<file path="src/rtl/ctrl_sequencer.sv">
// ctrl_sequencer: multi-cycle instruction sequencer driving a unified memory port and an
// external combinational ALU.
//
// Each instruction is fetched from memory, decoded into registered ALU operands, executed
// (register write-back, branch, or hand-off to a memory read/write phase), and the PC
// advanced. A 16-entry register file holds architectural state.
//
// Instruction word (low 32 bits of the fetched data):
//   [31:28] opcode  [27:24] cc  [23] imm  [22:12] src  [11:0] dst
//
// Ports:
//   clk, rst_n           clock, asynchronous active-low reset
//   start                one-cycle pulse; starts (or restarts from HALT) at PC 0
//   mem_req/we/addr/wdata  memory request, held until mem_ack
//   mem_rdata, mem_ack   memory response
//   alu_opcode/cc/r1/r2  registered ALU inputs, updated only in DECODE
//   alu_result, alu_branch_valid, alu_halt  combinational ALU outputs
//   busy, halted, pc     status
module ctrl_sequencer #(
  parameter int unsigned DATA_WIDTH = 32,
  parameter int unsigned ADDR_WIDTH = 12
) (
  input  logic                  clk,
  input  logic                  rst_n,
  input  logic                  start,
  output logic                  mem_req,
  output logic                  mem_we,
  output logic [ADDR_WIDTH-1:0] mem_addr,
  output logic [DATA_WIDTH-1:0] mem_wdata,
  input  logic [DATA_WIDTH-1:0] mem_rdata,
  input  logic                  mem_ack,
  output logic [3:0]            alu_opcode,
  output logic [3:0]            alu_cc,
  output logic [DATA_WIDTH-1:0] alu_r1,
  output logic [DATA_WIDTH-1:0] alu_r2,
  input  logic [DATA_WIDTH-1:0] alu_result,
  input  logic                  alu_branch_valid,
  input  logic                  alu_halt,
  output logic                  busy,
  output logic                  halted,
  output logic [ADDR_WIDTH-1:0] pc
);

  localparam logic [3:0] OpNop = 4'd0;
  localparam logic [3:0] OpLd  = 4'd1;
  localparam logic [3:0] OpStr = 4'd2;
  localparam logic [3:0] OpBra = 4'd3;
  localparam logic [3:0] OpXor = 4'd4;
  localparam logic [3:0] OpAdd = 4'd5;
  localparam logic [3:0] OpShl = 4'd6;
  localparam logic [3:0] OpShr = 4'd7;
  localparam logic [3:0] OpHlt = 4'd8;
  localparam logic [3:0] OpCmp = 4'd9;

  typedef enum logic [2:0] {
    StIdle,
    StFetch,
    StDecode,
    StExec,
    StMemRd,
    StMemWr,
    StHalt
  } state_e;

  state_e                state_q, state_d;
  logic [ADDR_WIDTH-1:0] pc_q, pc_d;
  logic [31:0]           instr_q, instr_d;
  logic [DATA_WIDTH-1:0] wdata_q, wdata_d;
  logic [3:0]            alu_opcode_q, alu_opcode_d;
  logic [3:0]            alu_cc_q, alu_cc_d;
  logic [DATA_WIDTH-1:0] alu_r1_q, alu_r1_d;
  logic [DATA_WIDTH-1:0] alu_r2_q, alu_r2_d;
  logic [DATA_WIDTH-1:0] rf_q [16];
  logic [DATA_WIDTH-1:0] rf_d [16];

  // Instruction fields of the latched instruction
  logic [3:0]            op;
  logic [3:0]            cc;
  logic                  imm;
  logic [10:0]           src;
  logic [11:0]           dst;
  logic [DATA_WIDTH-1:0] src_ext;
  logic [DATA_WIDTH-1:0] dst_ext;
  logic [ADDR_WIDTH-1:0] src_addr;
  logic [ADDR_WIDTH-1:0] dst_addr;
  logic [ADDR_WIDTH-1:0] pc_inc;

  always_comb begin
    op       = instr_q[31:28];
    cc       = instr_q[27:24];
    imm      = instr_q[23];
    src      = instr_q[22:12];
    dst      = instr_q[11:0];
    src_ext  = DATA_WIDTH'(src);
    dst_ext  = DATA_WIDTH'(dst);
    src_addr = ADDR_WIDTH'(src);
    dst_addr = ADDR_WIDTH'(dst);
    // Natural overflow of the ADDR_WIDTH adder gives the required wrap to 0
    pc_inc   = pc_q + ADDR_WIDTH'(1);
  end

  // Next-state logic
  always_comb begin
    state_d      = state_q;
    pc_d         = pc_q;
    instr_d      = instr_q;
    wdata_d      = wdata_q;
    alu_opcode_d = alu_opcode_q;
    alu_cc_d     = alu_cc_q;
    alu_r1_d     = alu_r1_q;
    alu_r2_d     = alu_r2_q;
    rf_d         = rf_q;

    unique case (state_q)
      StIdle: begin
        if (start) begin
          state_d = StFetch;
          pc_d    = '0;
        end
      end

      StFetch: begin
        if (mem_ack) begin
          instr_d = mem_rdata[31:0];
          state_d = StDecode;
        end
      end

      StDecode: begin
        alu_opcode_d = op;
        alu_cc_d     = cc;
        // Branches hand the target to the ALU instead of a register value
        alu_r1_d     = (op == OpBra) ? dst_ext : rf_q[dst[3:0]];
        alu_r2_d     = imm ? src_ext : rf_q[src[3:0]];
        state_d      = StExec;
      end

      StExec: begin
        // Halt wins over every other effect of the instruction
        if ((op == OpHlt) || alu_halt) begin
          state_d = StHalt;
        end else begin
          case (op)
            OpLd: begin
              if (imm) begin
                rf_d[dst[3:0]] = alu_result;
                pc_d           = pc_inc;
                state_d        = StFetch;
              end else begin
                state_d = StMemRd;
              end
            end
            OpStr: begin
              wdata_d = alu_result;
              state_d = StMemWr;
            end
            OpBra: begin
              pc_d    = alu_branch_valid ? dst_addr : pc_inc;
              state_d = StFetch;
            end
            OpXor, OpAdd, OpShl, OpShr, OpCmp: begin
              rf_d[dst[3:0]] = alu_result;
              pc_d           = pc_inc;
              state_d        = StFetch;
            end
            default: begin
              // NOP and unused codes 10-15
              pc_d    = pc_inc;
              state_d = StFetch;
            end
          endcase
        end
      end

      StMemRd: begin
        if (mem_ack) begin
          rf_d[dst[3:0]] = mem_rdata;
          pc_d           = pc_inc;
          state_d        = StFetch;
        end
      end

      StMemWr: begin
        if (mem_ack) begin
          pc_d    = pc_inc;
          state_d = StFetch;
        end
      end

      StHalt: begin
        if (start) begin
          state_d = StFetch;
          pc_d    = '0;
        end
      end

      default: state_d = StIdle;
    endcase
  end

  // Memory port and status, decoded from registered state so an asynchronous
  // reset drops the request immediately
  always_comb begin
    mem_req  = 1'b0;
    mem_we   = 1'b0;
    mem_addr = '0;
    unique case (state_q)
      StFetch: begin
        mem_req  = 1'b1;
        mem_addr = pc_q;
      end
      StMemRd: begin
        mem_req  = 1'b1;
        mem_addr = src_addr;
      end
      StMemWr: begin
        mem_req  = 1'b1;
        mem_we   = 1'b1;
        mem_addr = dst_addr;
      end
      default: begin
        mem_req  = 1'b0;
      end
    endcase
    mem_wdata  = wdata_q;
    alu_opcode = alu_opcode_q;
    alu_cc     = alu_cc_q;
    alu_r1     = alu_r1_q;
    alu_r2     = alu_r2_q;
    busy       = (state_q != StIdle) && (state_q != StHalt);
    halted     = (state_q == StHalt);
    pc         = pc_q;
  end

  always_ff @(posedge clk or negedge rst_n) begin
    if (!rst_n) begin
      state_q      <= StIdle;
      pc_q         <= '0;
      instr_q      <= '0;
      wdata_q      <= '0;
      alu_opcode_q <= '0;
      alu_cc_q     <= '0;
      alu_r1_q     <= '0;
      alu_r2_q     <= '0;
      for (int i = 0; i < 16; i++) begin
        rf_q[i] <= '0;
      end
    end else begin
      state_q      <= state_d;
      pc_q         <= pc_d;
      instr_q      <= instr_d;
      wdata_q      <= wdata_d;
      alu_opcode_q <= alu_opcode_d;
      alu_cc_q     <= alu_cc_d;
      alu_r1_q     <= alu_r1_d;
      alu_r2_q     <= alu_r2_d;
      for (int i = 0; i < 16; i++) begin
        rf_q[i] <= rf_d[i];
      end
    end
  end

endmodule

</file>
<file path="config.mk">
export PLATFORM = sky130hd
export DESIGN_NAME = ctrl_sequencer
export DESIGN_NICKNAME = d
export VERILOG_FILES = /design/src/rtl/ctrl_sequencer.sv
export SDC_FILE = /design/constraint.sdc
export NUM_CORES = 1
export LEC_CHECK = 0
export CAP_MARGIN = 20
export CORE_ASPECT_RATIO = 0.7
export CORE_MARGIN = 1
export CORE_UTILIZATION = 48
export CTS_CLUSTER_SIZE = 28
export DETAILED_ROUTE_END_ITERATION = 12
export GPL_TIMING_DRIVEN = 0
export PLACE_DENSITY = 0.67
export SYNTH_ARGS = -nofsm -noshare
export SYNTH_HDL_FRONTEND = slang
export SYNTH_SLANG_ARGS = --single-unit
</file>
<file path="constraint.sdc">
create_clock -name clk -period 3.4 [get_ports clk]
set_input_delay 0.68 -clock clk [delete_from_list [all_inputs] [get_ports clk]]
set_output_delay 0.68 -clock clk [all_outputs]
set_load 0.05 [all_outputs]
</file>
==> reports/results.ini <==
[finish]
register_area_mm2=0.0166
syn_to_final_growth_pct=17.9
fin_nets=2602
stdcell_count=3492
fill_cells=5425
final_cell_mix=660 x dfrtp_1, 585 x mux2_2, 308 x mux4_2
multi_input_area_mm2=0.0164
mostFrequentLayoutCell=dfrtp_1
layout-drive-gt1-share_pct=43.6

[critical_path]
path_cells=clkbuf_1, clkbuf_1, mux4_2, nor2b_1, a2111oi_0, buf_2, o31ai_1
reg2reg_depth=7
cp-startpoint=instr_q[13]
cp_num_buf_inv=3
required_ns=3.87
rr_startpoint=instr_q[13]
crit_fanout=10
worstPathArrival_ns=3.88
end_kind=flop
crit_top_cell=clkbuf_1
path_class=reg -> reg
crit_path_start_kind=flop
crit_family=buffers and inverters
worst_path_max_delay_cell=clkbuf_1
max_stage_delay_ns=0.90
cp_num_cells=7

[timing]
tightestPinTransition_ns=1.20
maxSlewHeadroom_pct=20.2
drv_slew=0
setup_ws_ns=-0.00930
timing.hold.ws_ns=0.0984
final-setup-viol-count=1
rsz0062_at_grt=false
finalClockSkew_ns=0.0169
max_freq_ghz=0.293
hold_viol=0
finalCriticalPeriod_ns=3.41
finalCritPeriodShare_pct=100

[logic_synthesis]
ys_warn_count=0
synth_edf_count=0
synth_area_mm2=0.0339
synth_cell_types=55
ys.flop_type=dfrtp_1
syn_avg_cell_area_um2=15.2
synthesis.nets=2304
async_reset_ff_share_pct=100
ys_ff_latch=663
yosysSeqAreaShare_pct=49.0
postSynthCellCount=2233

[power_and_ir_drop]
p_per_area_mw_per_mm2=932
irDropWorstVdd_v=0.000438
leakage_nw=18.0

[global_route]
grt-ovfl-total=0
grt.total_usage_pct=31.2
grt_pass1_wl_um=161000
antenna_found_initial=2
grt_pass1_vias=23700
grt_max_degree=127

[placement]
dp.cells=3372
io_buffers=201
gp_congestion=0.912
dp_hpwl_um=77400

[outcome]
status=complete, but fails checks
violations=design-rule violations, negative setup slack

[detailed_routing]
firstDrtPassIters=9
ant_nets=0
num_vias=23100
dr.first_iter.drc_count=2347
dr.max_layer_used=met4
met1_length_um=48000
wire_per_inst_um=31.4
drcViolationCount=4
via_per_inst=6.61
wl_met3_um=11600
routed_wl_um=110000
wl_met2_um=47000

[floorplan]
die_w_um=319
fp.dieH_um=224
pin_count=202
rows=81
die_area_mm2=0.0716
coreArea_mm2=0.0698
initial_core_util_pct=48.5

[clock_tree]
root_buffer=clkbuf_16
clkTransAtPathRegs_ns=0.07
cts_tree=built
htreeDepth=3
cts_made_buffers=68
cts.sinks=663
clockBufferDepth=3
cts_hold_buf=0
clk_latency_ns=0.62

[worst_hold_path]
min_path_type=in -> async

[flow_run]
maxCapViolations=0

Yosys cell counts (all sizes together), types with 4 or more instances:
cell type    n  area [µm²]
mux4       308        6940
nand3       34         170
nor3b        7        62.6
a22o        22         193
a32oi        5        43.8
o31ai        6        45.0
o22ai       14        87.6
and3         4        25.0
clkbuf     131         492
inv         13        48.8
mux2i       19         190
a21oi        8        40.0
nor3        12        60.1
a22oi       14         105
nor2        46         173
o21ai       33         169
a2111oi      8        70.1
dfrtp      663       16600
nand2b       7        43.8
nor2b       21         131
mux2       619        6970
nand2      108         405
buf         77         348
a211oi       9        67.6
and2         5        31.3
path summary, 6_finish.rpt:
kind	end	slack [ns]
setup / recovery	alu_r2[6]	-0.009
hold / removal	pc[5]	0.1
setup reg to reg	alu_r2[6]	-0.009
hold reg to reg	alu_cc[1]	0.47
max in group asynchronous	instr_q[15]	1.65
min in group clk	alu_cc[1]	0.47
registers in the layout, summed over array words and instances (netlist names):
register and flops:
mem_wdata 32, alu_opcode 4, alu_cc 4, instr_q 32, alu_r1 32, rf_q 512
pc 12, alu_r2 32, state_q 3
per-stage QoR:
step / instance area, µm² / TNS [ns] / utilization (%) / power (mW) / worst slack [ns]
6_report: 39900 / -0.00930 / 57.2 / 37.2 / -0.00930
5_1_grt: 39900 / 0 / 57.2 / 38.7 / 0.0140
4_1_cts: 39800 / 0 / 57.0 / 36.9 / 0.00533
3_5_place_dp: 37500 / -73.96 / 53.6 / 29.2 / -1.04
3_3_place_gp: 37000 / - / 53.0 / 28.4 / -27.53
2_1_floorplan: 33900 / 0 / - / 22.7 / 0.0272
logic make-up (layout without fill, tap and decap cells):
logic type	Yosys count	after routing	share of synthesized area [%]
multiplexers	946	946	41.6
flip-flops	663	663	49.0
AND/OR/NAND/NOR	258	258	3.58
buffers and inverters	221	566	2.62
AO/OA/AOI/OAI	143	143	3.09
adder cells (fa/ha/maj)	1	1	0.0369
XOR/XNOR	1	1	0.0259
other	0	1	0
metal layers:
layer | track usage, % | up-vias
met1 | 46.5 | 12400
met5 | 0 | -
met2 | 44.3 | 1250
met4 | 8.53 | 0
li1 | - | 9185
met3 | 9.77 | 232
repair_timing:
| item | CTS | global route |
|---|---|---|
| pin swaps | 0 | 0 |
| setup endpoints to repair | 264 | 93 |
| buffers inserted | 0 | 0 |
| resized for setup | 66 | 25 |
final cells by class:
class                           count  share of cell area (%)
Tap cell                          913                    2.86
Multi-Input combinational cell   1349                    41.1
Clock inverter                     18                   0.570
Clock buffer                       99                    5.12
Sequential cell                   663                    41.6
Inverter                           13                   0.122
Antenna cell                        1                 0.00627
Buffer                            202                    2.26
Timing Repair Buffer              234                    6.43
power breakdown:
| group | leakage (nW) | total (mW) | internal [mW] | switching, mW |
|---|---|---|---|---|
| sequential | 8.99 | 12.2 | 10.3 | 1.96 |
| clock | 1.12 | 7.77 | 4.54 | 3.23 |
| combinational | 7.85 | 17.2 | 7.41 | 9.81 |
| total | 18.0 | 37.2 | 22.2 | 15.0 |
Power figures use the tool's default switching activity.
